[src/rtl/float_round_pipe_if.sv]
// Handshake bundle for float_round_pipe: input beat (mantissa, exponent,
// sign, guard/sticky, exact-zero flag, rounding mode) with valid/ready, and
// the rounded output beat with valid/ready and status flags.
// The slave side is the rounding stage; the master side feeds and drains it.
interface float_round_pipe_if #(
    parameter int MANT_W = 24,
    parameter int EXP_W  = 8
);
    logic              in_valid;
    logic              in_ready;
    logic [MANT_W-1:0] in_mant;
    logic [EXP_W-1:0]  in_exp;
    logic              in_sign;
    logic              in_r;
    logic              in_s;
    logic              in_zero;
    logic [1:0]        rnd_mode;

    logic              out_valid;
    logic              out_ready;
    logic [MANT_W-1:0] out_mant;
    logic [EXP_W-1:0]  out_exp;
    logic              out_sign;
    logic              out_inexact;
    logic              out_overflow;

    modport master (
        output in_valid, in_mant, in_exp, in_sign, in_r, in_s, in_zero, rnd_mode,
        output out_ready,
        input  in_ready,
        input  out_valid, out_mant, out_exp, out_sign, out_inexact, out_overflow
    );

    modport slave (
        input  in_valid, in_mant, in_exp, in_sign, in_r, in_s, in_zero, rnd_mode,
        input  out_ready,
        output in_ready,
        output out_valid, out_mant, out_exp, out_sign, out_inexact, out_overflow
    );
endinterface

[src/rtl/float_round_pipe.sv]
// Two-stage rounding pipeline for the floating-point adder datapath.
// S1 decides the round-up increment and adds it; S2 renormalises on
// carry-out, saturates exponent overflow to infinity and drives the outputs.
// Specials (all-ones exponent) and exact zeros bypass rounding.
// Optional macro FLOAT_ROUND_STATS_EN adds saturating 16-bit counters of
// rounded-up and overflowed output transfers.
module float_round_pipe #(
    parameter int MANT_W = 24,
    parameter int EXP_W  = 8
) (
    input  logic                Clock,
    input  logic                Reset,
    float_round_pipe_if.slave   bus
`ifdef FLOAT_ROUND_STATS_EN
    ,
    output logic [15:0]         stat_round_up,
    output logic [15:0]         stat_overflow
`endif
);

    localparam logic [1:0]       RNE     = 2'd0;
    localparam logic [1:0]       RTZ     = 2'd1;
    localparam logic [1:0]       RUP     = 2'd2;
    localparam logic [1:0]       RDN     = 2'd3;
    localparam logic [EXP_W-1:0] EXP_MAX = '1;

    // Stage advance conditions
    logic s1_valid;
    logic s2_valid;
    logic s2_adv;
    logic s1_adv;

    assign s2_adv       = !s2_valid || bus.out_ready;
    assign s1_adv       = !s1_valid || s2_adv;
    assign bus.in_ready = s1_adv;

    // S1 next-state signals
    logic              is_special;
    logic              inc;
    logic [MANT_W:0]   s1_sum_d;
    logic [EXP_W-1:0]  s1_exp_d;
    logic              s1_sign_d;
    logic              s1_inexact_d;

    // S1 registers
    logic [MANT_W:0]   s1_sum;
    logic [EXP_W-1:0]  s1_exp;
    logic              s1_sign;
    logic              s1_inexact;
    logic              s1_special;

    // S2 next-state signals and registers
    logic [MANT_W-1:0] s2_mant_d;
    logic [EXP_W-1:0]  s2_exp_d;
    logic              s2_inexact_d;
    logic              s2_overflow_d;
    logic [MANT_W-1:0] s2_mant;
    logic [EXP_W-1:0]  s2_exp;
    logic              s2_sign;
    logic              s2_inexact;
    logic              s2_overflow;

`ifdef FLOAT_ROUND_STATS_EN
    logic              s1_inc;
    logic              s2_inc;
`endif

    assign is_special = (bus.in_exp == EXP_MAX);

    // S1: rounding decision, increment add, special/zero bypass
    always_comb begin
        // NOTE: every output gets a default first so no path leaves a latch.
        inc          = 1'b0;
        s1_sum_d     = {1'b0, bus.in_mant};
        s1_exp_d     = bus.in_exp;
        s1_sign_d    = bus.in_sign;
        s1_inexact_d = 1'b0;
        if (!is_special) begin
            if (bus.in_zero) begin
                // Exact cancellation gives -0 only when rounding toward -inf
                s1_sum_d  = '0;
                s1_exp_d  = '0;
                s1_sign_d = (bus.rnd_mode == RDN);
            end else begin
                case (bus.rnd_mode)
                    RNE: inc = bus.in_r && (bus.in_s || bus.in_mant[0]);
                    RTZ: inc = 1'b0;
                    RUP: inc = !bus.in_sign && (bus.in_r || bus.in_s);
                    RDN: inc = bus.in_sign && (bus.in_r || bus.in_s);
                endcase
                s1_sum_d     = {1'b0, bus.in_mant} + {{MANT_W{1'b0}}, inc};
                s1_inexact_d = bus.in_r || bus.in_s;
            end
        end
    end

    // S1 register: loads a new beat whenever the stage may advance
    always_ff @(posedge Clock or posedge Reset) begin
        if (Reset) begin
            s1_valid   <= 1'b0;
            s1_sum     <= '0;
            s1_exp     <= '0;
            s1_sign    <= 1'b0;
            s1_inexact <= 1'b0;
            s1_special <= 1'b0;
`ifdef FLOAT_ROUND_STATS_EN
            s1_inc     <= 1'b0;
`endif
        end else if (s1_adv) begin
            // NOTE: state uses non-blocking assignments so every register sees pre-edge values.
            s1_valid <= bus.in_valid;
            if (bus.in_valid) begin
                s1_sum     <= s1_sum_d;
                s1_exp     <= s1_exp_d;
                s1_sign    <= s1_sign_d;
                s1_inexact <= s1_inexact_d;
                s1_special <= is_special;
`ifdef FLOAT_ROUND_STATS_EN
                s1_inc     <= inc;
`endif
            end
        end
    end

    // S2: renormalise on carry-out and saturate to infinity on overflow
    always_comb begin
        s2_mant_d     = s1_sum[MANT_W-1:0];
        s2_exp_d      = s1_exp;
        s2_inexact_d  = s1_inexact;
        s2_overflow_d = 1'b0;
        if (!s1_special) begin
            if (s1_sum[MANT_W]) begin
                s2_mant_d = s1_sum[MANT_W:1];
                s2_exp_d  = s1_exp + EXP_W'(1);
            end
            if (s2_exp_d == EXP_MAX) begin
                s2_mant_d     = '0;
                s2_overflow_d = 1'b1;
                s2_inexact_d  = 1'b1;
            end
        end
    end

    // S2 register: output stage, holds while downstream stalls
    always_ff @(posedge Clock or posedge Reset) begin
        if (Reset) begin
            s2_valid    <= 1'b0;
            s2_mant     <= '0;
            s2_exp      <= '0;
            s2_sign     <= 1'b0;
            s2_inexact  <= 1'b0;
            s2_overflow <= 1'b0;
`ifdef FLOAT_ROUND_STATS_EN
            s2_inc      <= 1'b0;
`endif
        end else if (s2_adv) begin
            s2_valid <= s1_valid;
            if (s1_valid) begin
                s2_mant     <= s2_mant_d;
                s2_exp      <= s2_exp_d;
                s2_sign     <= s1_sign;
                s2_inexact  <= s2_inexact_d;
                s2_overflow <= s2_overflow_d;
`ifdef FLOAT_ROUND_STATS_EN
                s2_inc      <= s1_inc;
`endif
            end
        end
    end

    assign bus.out_valid    = s2_valid;
    assign bus.out_mant     = s2_mant;
    assign bus.out_exp      = s2_exp;
    assign bus.out_sign     = s2_sign;
    assign bus.out_inexact  = s2_inexact;
    assign bus.out_overflow = s2_overflow;

`ifdef FLOAT_ROUND_STATS_EN
    // Saturating counters of rounded-up and overflowed output transfers
    always_ff @(posedge Clock or posedge Reset) begin
        if (Reset) begin
            stat_round_up <= '0;
            stat_overflow <= '0;
        end else if (s2_valid && bus.out_ready) begin
            if (s2_inc && stat_round_up != 16'hFFFF) begin
                stat_round_up <= stat_round_up + 16'd1;
            end
            if (s2_overflow && stat_overflow != 16'hFFFF) begin
                stat_overflow <= stat_overflow + 16'd1;
            end
        end
    end
`endif

endmodule

[src/flat_wrapper.sv]
// flat-port wrapper written by rule: the top's interface ports become plain ports
module float_round_pipe_flat 
#(
    parameter int MANT_W = 24,
    parameter int EXP_W  = 8
)
  (Clock, Reset, bus_in_valid, bus_in_mant, bus_in_exp, bus_in_sign, bus_in_r, bus_in_s, bus_in_zero, bus_rnd_mode, bus_out_ready, bus_in_ready, bus_out_valid, bus_out_mant, bus_out_exp, bus_out_sign, bus_out_inexact, bus_out_overflow);
  float_round_pipe_if #(.MANT_W(MANT_W), .EXP_W(EXP_W)) bus_i ();
  input  logic Clock;
  input  logic Reset;
  input wire logic [$bits(bus_i.in_valid)-1:0] bus_in_valid;
  input wire logic [$bits(bus_i.in_mant)-1:0] bus_in_mant;
  input wire logic [$bits(bus_i.in_exp)-1:0] bus_in_exp;
  input wire logic [$bits(bus_i.in_sign)-1:0] bus_in_sign;
  input wire logic [$bits(bus_i.in_r)-1:0] bus_in_r;
  input wire logic [$bits(bus_i.in_s)-1:0] bus_in_s;
  input wire logic [$bits(bus_i.in_zero)-1:0] bus_in_zero;
  input wire logic [$bits(bus_i.rnd_mode)-1:0] bus_rnd_mode;
  input wire logic [$bits(bus_i.out_ready)-1:0] bus_out_ready;
  output wire logic [$bits(bus_i.in_ready)-1:0] bus_in_ready;
  output wire logic [$bits(bus_i.out_valid)-1:0] bus_out_valid;
  output wire logic [$bits(bus_i.out_mant)-1:0] bus_out_mant;
  output wire logic [$bits(bus_i.out_exp)-1:0] bus_out_exp;
  output wire logic [$bits(bus_i.out_sign)-1:0] bus_out_sign;
  output wire logic [$bits(bus_i.out_inexact)-1:0] bus_out_inexact;
  output wire logic [$bits(bus_i.out_overflow)-1:0] bus_out_overflow;
  assign bus_i.in_valid = bus_in_valid;
  assign bus_i.in_mant = bus_in_mant;
  assign bus_i.in_exp = bus_in_exp;
  assign bus_i.in_sign = bus_in_sign;
  assign bus_i.in_r = bus_in_r;
  assign bus_i.in_s = bus_in_s;
  assign bus_i.in_zero = bus_in_zero;
  assign bus_i.rnd_mode = bus_rnd_mode;
  assign bus_i.out_ready = bus_out_ready;
  assign bus_in_ready = bus_i.in_ready;
  assign bus_out_valid = bus_i.out_valid;
  assign bus_out_mant = bus_i.out_mant;
  assign bus_out_exp = bus_i.out_exp;
  assign bus_out_sign = bus_i.out_sign;
  assign bus_out_inexact = bus_i.out_inexact;
  assign bus_out_overflow = bus_i.out_overflow;
  float_round_pipe #(.MANT_W(MANT_W), .EXP_W(EXP_W)) u_core (.Clock(Clock), .Reset(Reset), .bus(bus_i));
endmodule
[config.mk]
export PLATFORM = sky130hd
export DESIGN_NAME = float_round_pipe_flat
export DESIGN_NICKNAME = d
export VERILOG_FILES = /design/src/rtl/float_round_pipe_if.sv /design/src/rtl/float_round_pipe.sv /design/src/flat_wrapper.sv
export SDC_FILE = /design/constraint.sdc
export NUM_CORES = 1
export LEC_CHECK = 0
export CAP_MARGIN = 20
export CORE_MARGIN = 3
export CORE_UTILIZATION = 35
export DETAILED_ROUTE_END_ITERATION = 6
export HOLD_SLACK_MARGIN = 0.1
export SLEW_MARGIN = 0
export SYNTH_ARGS = -nofsm -noshare
export SYNTH_HDL_FRONTEND = slang
export SYNTH_SLANG_ARGS = --single-unit
[constraint.sdc]
create_clock -name Clock -period 7.5 [get_ports Clock]
set_clock_uncertainty 0.1 [all_clocks]
set_input_delay 1.5 -clock Clock [delete_from_list [all_inputs] [get_ports Clock]]
set_output_delay 1.5 -clock Clock [all_outputs]
set_load 0.05 [all_outputs]
**After elaboration in Yosys (flattened, before gate mapping)**

Index checks and enable logic that the tools add are counted.

- Add/sub/neg operators: 2
- Equal/unequal tests: 5
- Reductions and logical operators: 13
- Mux-type cells: 21

Operators with widths:

| operator | count |
|---|---|
| 2-to-1 mux 24 bit | 3 |
| 2-to-1 mux 25 bit | 2 |
| 2-to-1 mux 8 bit | 5 |
| adder 24 x 1 -> 25 bit | 1 |
| equality test 8 bit (second input constant) | 2 |
| 2-to-1 mux 1 bit | 10 |
| adder 8 x 1 -> 8 bit (second input constant) | 1 |
| equality test 2 bit (second input constant) | 2 |
| logical OR 1 bit | 4 |
| one-hot mux 1 bit (4 select lines) | 1 |
| AND reduction 2 bit | 2 |
| logical AND 1 bit | 3 |
| logical NOT 1 bit | 3 |
| equality test 2 x 1 -> 1 bit (second input constant) | 1 |
| logical NOT 2 bit | 1 |

- Register bits after elaboration: 73
- Bits of input ports: 42
- Output and inout port bits: 37
- Logic and storage cells: 53

**Depth between registers and ports, before layout**

- Depth after elaboration: 8
- Gate-level depth with buffers: 12
- Gate-level depth less buffers: 12

**Least setup slack after synthesis**

Ideal clock, no wire load.

- Kind: input to output
- Start: in bus_out_ready
- End: out bus_in_ready
- Arrival time: 2004 ps
- Setup slack: 3896 ps
- Cell stages on the path: 1
- Buffers on the path: 0
- Cells stage by stage: nand3b_1

- Word-level cells in the longest chain between the ends: 2

RTL lines:

| element | line | RTL |
|---|---|---|
| start, declared | flat_wrapper.sv:19 | `input wire logic [$bits(bus_i.out_ready)-1:0] bus_out_ready;` |
| logical OR 1 bit | float_round_pipe.sv:33 | `assign s2_adv = !s2_valid \|\| bus.out_ready;` |
| logical OR 1 bit | float_round_pipe.sv:34 | `assign s1_adv = !s1_valid \|\| s2_adv;` |
| end, declared | flat_wrapper.sv:20 | `output wire logic [$bits(bus_i.in_ready)-1:0] bus_in_ready;` |

Every way passes these cells.

**Final worst setup path**

Same ends and word-level chain as after synthesis.

==> flow_summary.json <==
{
  "status": "completed",
  "die_h_um": 112,
  "power_density_nw_per_um2": 242,
  "die_w_um": 112,
  "grt_overflow_total": 0,
  "crit_path_end_kind": "output pin",
  "num_io_pins": 79,
  "syn_nets": 457,
  "place_hpwl_mm": 6.57,
  "netlist.area_leader.share": 0.465,
  "multi_input_area_um2": 1940,
  "synth.most_common_cell": "dfrtp_1",
  "clk_pin_slew_ns": 0.08,
  "worstPathRequired_ns": 5.90,
  "drive_above_1_share": 0.0768,
  "antenna_found_initial": 0,
  "postSynthCellCount": 412,
  "crit_path_max_fanout": 4,
  "drcViolationCount": 0,
  "htreeDepth": 3,
  "die-area_um2": 12500,
  "grt_pass1_vias": 3179,
  "postCtsSetupRepairBufs": 0,
  "seq_area_frac_synth": 0.465,
  "worstSkewPairLatency_ns": 0.35,
  "placed_cells": 604,
  "timing.fmax_mhz": 219,
  "slew_headroom": 0.309,
  "synthArstFlopShare": 1.00,
  "grt_usage": 0.157,
  "setup_total_negative_slack_ns": 0,
  "setup_viol_count_final": 0,
  "num_rows": 38,
  "netlist_area_um2": 3930,
  "grt_pass1_wl_mm": 15.7,
  "yosysWarnings": 0,
  "synth_cell_types": 48,
  "synth.cells.most_frequent": "dfrtp_1, nand2_1, a21oi_1",
  "maxCapViolations": 0,
  "hold_path.class": "flip-flop to flip-flop",
  "worstSetupStartpointType": "primary input",
  "vdd_drop_max_uv": 123,
  "dr.pass1.iters": 4,
  "grt_setup_unrepaired": "no",
  "routedWlPerCell_um": 15.3,
  "synth_edf_count": 0,
  "diodes": 0,
  "finalHoldViolCount": 0,
  "period_needed_ns": 4.57,
  "leakage_nw": 1.95,
  "crit_arrival_ns": 2.97,
  "io_buffers": 78,
  "slew_violations": 0,
  "drt_iter0_drc": 145,
  "synth-seq-cells": 73,
  "synthFlopType": "dfrtp_1",
  "coreArea_um2": 10900,
  "nFillCells": 1071,
  "final.period_utilization": 0.609,
  "synth_top_cell_by_area": "dfrtp_1",
  "cts.path.max_buffers": 2,
  "start_util": 0.361,
  "cts_hold_buf": 0,
  "cts_sinks": 73,
  "synth_top_cells_by_area": "dfrtp_1, mux2i_1, nand2_1",
  "ant_nets": 0,
  "cts_resized": 0,
  "cts_tree": "built",
  "drt_wl_total_mm": 9.53,
  "regArea_um2": 1830,
  "fin_nets": 522,
  "finalWeightedCongestion": 0.752,
  "stdcell_count": 622,
  "grt_start_max_net_pins": 74,
  "cts_made_buffers": 9,
  "report.power.total_mw": 1.22,
  "clock-root-buffer": "clkbuf_8",
  "crit_type": "primary input to output pin",
  "synth_area_per_cell_um2": 9.53,
  "viasPerCell": 5.19,
  "vias": 3231,
  "worstMarginPinSlew_ns": 1.04,
  "areaGrowthSynthToFinish_pct": 28.2
}
==> power breakdown <==
part	switching, mW	internal (mW)	total, mW
logic	0.221	0.131	0.352
registers	0.0432	0.449	0.492
clock network	0.154	0.221	0.375
total	0.418	0.800	1.22
==> through the flow <==
stage | utilization | cell area [um^2] | hold WS, ns | setup WS, ns
global placement | 0.438 | 4770 | 0.359 | 2.96
CTS | 0.460 | 5010 | 0.389 | 2.92
floorplan | - | 3930 | 0.339 | 3.90
detailed placement | 0.438 | 4770 | 0.371 | 2.93
global route | 0.463 | 5040 | 0.428 | 2.89
finish | 0.463 | 5040 | 0.382 | 2.93
==> placed cells by master, fill, tap and decap left out, types with 4 or more instances in the layout <==
cell type	Yosys	layout
clkdlybuf4s50_1	0	78
dfrtp_1	73	73
nand2_1	53	53
a21oi_1	31	31
nor2_1	28	28
mux2i_1	26	26
o21ai_0	25	25
o22ai_1	23	23
xor2_1	20	20
nand3_1	12	12
o21ai_1	12	12
xnor2_1	10	10
nand4_1	9	9
clkbuf_8	0	9
a22o_1	7	7
and4_1	4	4
nand2b_1	4	4
buf_4	2	4
==> cell families (layout without fill, tap and decap cells) <==
group	Yosys count	in the layout	share of synthesized area
AOI/OAI and AO/OA	111	111	0.178
xor gates and xnor gates	30	30	0.0669
and+or+nand+nor	132	132	0.164
buffers and inverters	34	104	0.0411
adders and majority gates	3	3	0.00956
DFF	73	73	0.465
muxes	29	29	0.0749
==> critical path, cell delays in order <==
cell and delay, ns:
clkdlybuf4s50_1 0.47, nand3b_1 0.17, clkdlybuf4s50_1 0.83
==> final timing paths <==
check                                      startpoint  cells after the start  slack, ns                       to
max in group asynchronous                       Reset                      3       5.05    u_core.bus.out_exp[3]
min in group asynchronous                       Reset                      3       1.64  u_core.bus.out_mant[19]
worst max-delay path                    bus_out_ready                      3       2.93             bus_in_ready
worst min-delay path            u_core.bus.out_exp[3]                      2       0.38    u_core.bus.out_exp[3]
worst max register to register       u_core.s1_exp[0]                      7       5.19   u_core.bus.out_mant[7]
worst min register to register  u_core.bus.out_exp[3]                      2       0.38    u_core.bus.out_exp[3]
==> registers in the layout, indices dropped and copies added (netlist names) <==
| register | flops |
|---|---|
| u_core.s1_inexact | 1 |
| u_core.s1_valid | 1 |
| u_core.bus.out_exp | 8 |
| u_core.s1_sign | 1 |
| u_core.s1_exp | 8 |
| u_core.bus.out_sign | 1 |
| u_core.bus.out_inexact | 1 |
| u_core.bus.out_mant | 24 |
| u_core.bus.out_valid | 1 |
| u_core.bus.out_overflow | 1 |
| u_core.s1_special | 1 |
| u_core.s1_sum | 25 |
==> final cells by class <==
type | count | share of cell area
clock inverters | 7 | 0.0236
flip-flops and latches | 73 | 0.363
inverters | 4 | 0.00298
clock buffers | 9 | 0.0246
multi-input cells | 305 | 0.385
repair buffers | 84 | 0.166
well taps | 140 | 0.0348
==> per-layer routing <==
layer / vias up / routed length (um) / track usage
met5: - / 0 / 0
met4: 0 / 112 / 0.0489
met3: 8 / 494 / 0.0413
met2: 72 / 4370 / 0.248
met1: 1553 / 4560 / 0.213
li1: 1598 / - / -
Note: power is estimated with default switching activity, not from simulation.
